==> src/rtl/i2s_audio_rx.sv <==
// I2S / left-justified master-mode receiver: generates BCK/LRCK from XCK, deserialises
// both channels and hands each stereo frame out over a one-deep valid/ready stage.
module i2s_audio_rx #(
  parameter int unsigned BCK_DIV   = 3,
  parameter int unsigned SLOT_BITS = 32,
  parameter int unsigned DATA_W    = 16,
  parameter int unsigned I2S_MODE  = 1
) (
  input  logic              AUD_XCK,
  input  logic              reset,
  input  logic              en,
  input  logic              AUD_DATA,
  output logic              AUD_BCK,
  output logic              AUD_LRCK,
  output logic [DATA_W-1:0] out_left,
  output logic [DATA_W-1:0] out_right,
  output logic              out_valid,
  input  logic              out_ready,
  output logic              overrun,
  input  logic              overrun_clr
);

  localparam int unsigned OFS   = (I2S_MODE != 0) ? 1 : 0;
  localparam int unsigned DIV_W = (BCK_DIV > 1) ? $clog2(BCK_DIV) : 1;
  localparam int unsigned BIT_W = $clog2(SLOT_BITS);

  if (BCK_DIV < 1) begin : g_chk_div
    $error("BCK_DIV must be at least 1");
  end
  if (SLOT_BITS < 8 || SLOT_BITS > 64) begin : g_chk_slot
    $error("SLOT_BITS must be in 8..64");
  end
  if (DATA_W < 2 || DATA_W + OFS > SLOT_BITS) begin : g_chk_data
    $error("DATA_W plus data offset must fit in SLOT_BITS");
  end

  logic [DIV_W-1:0]  r_div_cnt;
  logic [BIT_W-1:0]  r_bit_cnt;
  logic              r_bck;
  logic              r_lrck;
  logic [DATA_W-1:0] r_shreg;
  logic [DATA_W-1:0] r_left_hold;
  logic [DATA_W-1:0] r_right_hold;
  logic              r_left_ok;
  logic              r_frame_done;
  logic [DATA_W-1:0] r_out_left;
  logic [DATA_W-1:0] r_out_right;
  logic              r_out_valid;
  logic              r_overrun;

  logic              w_tc;
  logic              w_rise;
  logic              w_fall;
  logic [BIT_W-1:0]  w_rel;
  logic              w_in_win;
  logic              w_last;
  logic [DATA_W-1:0] w_word;
  logic              w_ovr_set;

  assign w_tc   = (r_div_cnt == DIV_W'(BCK_DIV - 1));
  assign w_rise = w_tc & ~r_bck;
  assign w_fall = w_tc & r_bck;

  // Position within the data window; bit_cnt below OFS wraps to a large value.
  assign w_rel     = r_bit_cnt - BIT_W'(OFS);
  assign w_in_win  = ({1'b0, w_rel} < (BIT_W + 1)'(DATA_W));
  assign w_last    = (w_rel == BIT_W'(DATA_W - 1));
  assign w_word    = {r_shreg[DATA_W-2:0], AUD_DATA};
  assign w_ovr_set = r_frame_done & r_out_valid & ~out_ready;

  always_ff @(posedge AUD_XCK or posedge reset) begin
    if (reset) begin
      r_div_cnt    <= '0;
      r_bit_cnt    <= '0;
      r_bck        <= 1'b0;
      r_lrck       <= 1'b0;
      r_shreg      <= '0;
      r_left_hold  <= '0;
      r_right_hold <= '0;
      r_left_ok    <= 1'b0;
      r_frame_done <= 1'b0;
      r_out_left   <= '0;
      r_out_right  <= '0;
      r_out_valid  <= 1'b0;
      r_overrun    <= 1'b0;
    end else begin
      r_frame_done <= 1'b0;
      if (!en) begin
        r_div_cnt <= '0;
        r_bit_cnt <= '0;
        r_bck     <= 1'b0;
        r_lrck    <= 1'b0;
        r_shreg   <= '0;
        r_left_ok <= 1'b0;
      end else begin
        if (w_tc) begin
          r_div_cnt <= '0;
          r_bck     <= ~r_bck;
        end else begin
          r_div_cnt <= r_div_cnt + DIV_W'(1);
        end
        if (w_fall) begin
          if (r_bit_cnt == BIT_W'(SLOT_BITS - 1)) begin
            r_bit_cnt <= '0;
            r_lrck    <= ~r_lrck;
          end else begin
            r_bit_cnt <= r_bit_cnt + BIT_W'(1);
          end
        end
        if (w_rise && w_in_win) begin
          r_shreg <= w_word;
          if (w_last) begin
            if (!r_lrck) begin
              r_left_hold <= w_word;
              r_left_ok   <= 1'b1;
            end else if (r_left_ok) begin
              r_right_hold <= w_word;
              r_frame_done <= 1'b1;
              r_left_ok    <= 1'b0;
            end
          end
        end
      end

      // Output stage keeps running while disabled so a held frame can still drain.
      if (r_frame_done) begin
        if (!r_out_valid || out_ready) begin
          r_out_left  <= r_left_hold;
          r_out_right <= r_right_hold;
          r_out_valid <= 1'b1;
        end
      end else if (r_out_valid && out_ready) begin
        r_out_valid <= 1'b0;
      end

      if (w_ovr_set) begin
        r_overrun <= 1'b1;
      end else if (overrun_clr) begin
        r_overrun <= 1'b0;
      end
    end
  end

  assign AUD_BCK   = r_bck;
  assign AUD_LRCK  = r_lrck;
  assign out_left  = r_out_left;
  assign out_right = r_out_right;
  assign out_valid = r_out_valid;
  assign overrun   = r_overrun;

endmodule

==> config.mk <==
export PLATFORM = sky130hd
export DESIGN_NAME = i2s_audio_rx
export DESIGN_NICKNAME = d
export VERILOG_FILES = /design/src/rtl/i2s_audio_rx.sv
export SDC_FILE = /design/constraint.sdc
export NUM_CORES = 1
export LEC_CHECK = 0
export BUFFER_PORTS_ARGS = -buffer_cell sky130_fd_sc_hd__buf_2
export CAP_MARGIN = 20
export CORE_ASPECT_RATIO = 0.5
export CORE_MARGIN = 3
export CORE_UTILIZATION = 58
export DETAILED_ROUTE_END_ITERATION = 10
export PLACE_DENSITY = 0.78
export SLEW_MARGIN = 20
export SYNTH_ARGS = -nofsm -noshare
export SYNTH_HDL_FRONTEND = slang
export SYNTH_SLANG_ARGS = --single-unit
==> constraint.sdc <==
create_clock -name AUD_XCK -period 2.7 [get_ports AUD_XCK]
set_input_delay 0.135 -clock AUD_XCK [delete_from_list [all_inputs] [get_ports AUD_XCK]]
set_output_delay 0.135 -clock AUD_XCK [all_outputs]
set_load 0.02 [all_outputs]
==> flow_summary.toml <==
[die]
num_io_pins = 42
die_area_mm2 = 0.00778
row_count = 20
fp.dieH_um = 63.9
start_util = 0.619
die_w_um = 122
core_mm2 = 0.00628

[yosys]
syn_area_mm2 = 0.00388
netlist_instances = 274
synth-seq-cells = 92
ys_seq_area_frac = 0.593
synth_edf_count = 0
synthTopCellsByArea = "dfrtp_1 (59%), mux2_2 (13%), mux2_4 (7.3%)"
avgSynthCellArea_um2 = 14.2
syn_nets = 284
synth_common_cells = "dfrtp_1 (92), mux2_2 (45), mux2_4 (19)"
yosys_warnings = 0
async_flop_share = 1.00
yosysTopAreaCellShare = 0.593
synth-main-ff-cell = "dfrtp_1"
synthDistinctLibCells = 40
synth.largest_area_cell = "dfrtp_1"
yosysMostFrequentCell = "dfrtp_1"

[detailed_routing]
vias_per_cell = 5.59
routed_wire_length_per_instance_um = 16.6
dr.first_iter.drc_count = 181
dr_wl_met2_um = 3270
dr_wl_met3_um = 340
firstDrtPassIters = 4
top_layer = "met4"
num_vias = 2314
drc_errors = 0
ant_nets = 0
wl_met1_um = 3190
wl_um = 6890

[clocking]
numCtsBuffers = 9
clk_pin_slew_ps = 70
cts_max_level = 3
cts_hold_buf = 2
post-cts-setup-buffer-count = 0
root_buffer = "clkbuf_16"
cts_sinks = 92
cts_tree = "yes"
cts_resized = 0
clockBufferDepth = 2
insertion_delay_ps = 340

[layout]
instances_no_fill = 414
nNetsFinal = 331
nFillCells = 428
syn2layout_area_growth_pct = 16.4
drive_gt1_frac = 0.414
final_core_util = 0.720
num_antenna_cells = 0

[power_and_ir_drop]
p_leak_uw = 0.00233
peakVddDrop_mv = 0.357
p_per_area_mw_per_mm2 = 620

[critical_path]
crit_path_start_kind = "flop"
end_kind = "flop"
worstPathArrival_ps = 2430
required_ps = 2920
criticalPathCategory = "flop to flop"
path_max_fanout = 17

[global_routing]
track_usage = 0.199
grt_pass1_wl_um = 11900
antenna_found_initial = 0
grt_pass1_vias = 2335
grt_start_max_net_pins = 93
grt.overflow.total = 0

[placed_design]
globalplace.congestion = 0.770
dp.cells = 396
place_hpwl_um = 4320
portBuffers = 41

[hold_path]
hold_path_class = "input pin to flop"

[sta]
fmax_mhz = 454
hold_ws_ps = 69.6
timing.setup.tns_ps = 0
finalClockSkew_ps = 8.45
period_share = 0.816
rsz0062_at_grt = "no"
period_needed_ps = 2200
tightest_slew_ps = 735
maxSlewViolCount = 0
setup-violations-final = 0
final_hold_viol_count = 0
relSlewSlack = 0.510

[outcome]
status = "finished clean"

[run]
drv_cap = 0
-- per-layer routing --
| metal | GRT usage | vias to the layer above |
|---|---|---|
| li1 | - | 1079 |
| met1 | 0.264 | 1178 |
| met4 | 0.0670 | 0 |
| met5 | 0 | - |
| met2 | 0.317 | 49 |
| met3 | 0.0592 | 8 |
-- final cells by class --
type                    count  area, um^2  share of cell area
clock inverters             6        93.8              0.0208
flip-flops and latches     92        2300               0.509
repair buffers             49         283              0.0625
well taps                  88         110              0.0243
inverters                   6        23.8             0.00526
clock buffers              10         229              0.0506
multi-input cells         163        1480               0.327
-- path summary, 6_finish.rpt --
path                                    from              end  slack, ps  depth (start not counted)
worst min register to register  r_div_cnt[0]     r_div_cnt[0]        480                          1
worst max-delay path            r_bit_cnt[0]  r_left_hold[10]        500                          7
worst min-delay path                AUD_DATA   r_left_hold[0]         70                          2
min in group asynchronous              reset      out_left[2]        430                          4
worst max register to register  r_bit_cnt[0]  r_left_hold[10]        500                          7
max in group asynchronous              reset  r_left_hold[13]       1880                          4
-- sequential cells by signal, indices dropped and copies added, names as in the netlist --
| register | count |
|---|---|
| r_frame_done | 1 |
| r_div_cnt | 2 |
| r_left_hold | 16 |
| r_bit_cnt | 5 |
| r_right_hold | 16 |
| out_right | 16 |
| r_left_ok | 1 |
| AUD_BCK | 1 |
| out_valid | 1 |
| AUD_LRCK | 1 |
| out_left | 16 |
| overrun | 1 |
| r_shreg | 15 |
-- where the power goes --
group	leakage (uW)	switching [uW]	internal, uW
Sequential	0.00128	4.57	1380
Combinational	0.000889	48.4	20.8
Clock	0.000154	526	819
Total	0.00233	579	2220
-- worst max-delay path, stage by stage, from the launching register on --
cell,delay (ps)
dfrtp_1,450
inv_1,90
ha_1,230
nor3b_4,170
xnor2_2,250
o2111a_1,230
buf_4,280
mux2_2,380
-- cell usage in the layout, fill, tap and decap left out, types with 3 or more instances in the layout --
master,instances
clkbuf_16,9
mux2_4,19
o21ai_0,18
buf_4,5
ha_1,4
nand2b_1,3
a21boi_0,18
mux2_2,45
nor2_1,4
nor2b_1,3
inv_1,5
dfrtp_1,92
nand2_1,5
nand3_1,16
buf_2,41
-- logic make-up (layout without fill, tap and decap cells) --
| group | Yosys count | count (layout) | synth area share |
|---|---|---|---|
| and+or+nand+nor | 45 | 45 | 0.0680 |
| buffers and inverters | 19 | 71 | 0.0264 |
| adders and majority gates | 4 | 4 | 0.0129 |
| muxes | 65 | 65 | 0.206 |
| AOI/OAI and AO/OA | 46 | 46 | 0.0850 |
| xor gates and xnor gates | 3 | 3 | 0.00870 |
| DFF | 92 | 92 | 0.593 |
-- metrics by stage --
step / cell area, um^2 / power, uW / setup WS, ps
after floorplan: 3880 / 1460 / 173
after global placement: 4180 / 1480 / 595
after detailed placement: 4180 / 1480 / 487
after CTS: 4520 / 2830 / 474
after global routing: 4520 / 2900 / 409
final: 4520 / 2800 / 498
Power figures use the tool's default switching activity.
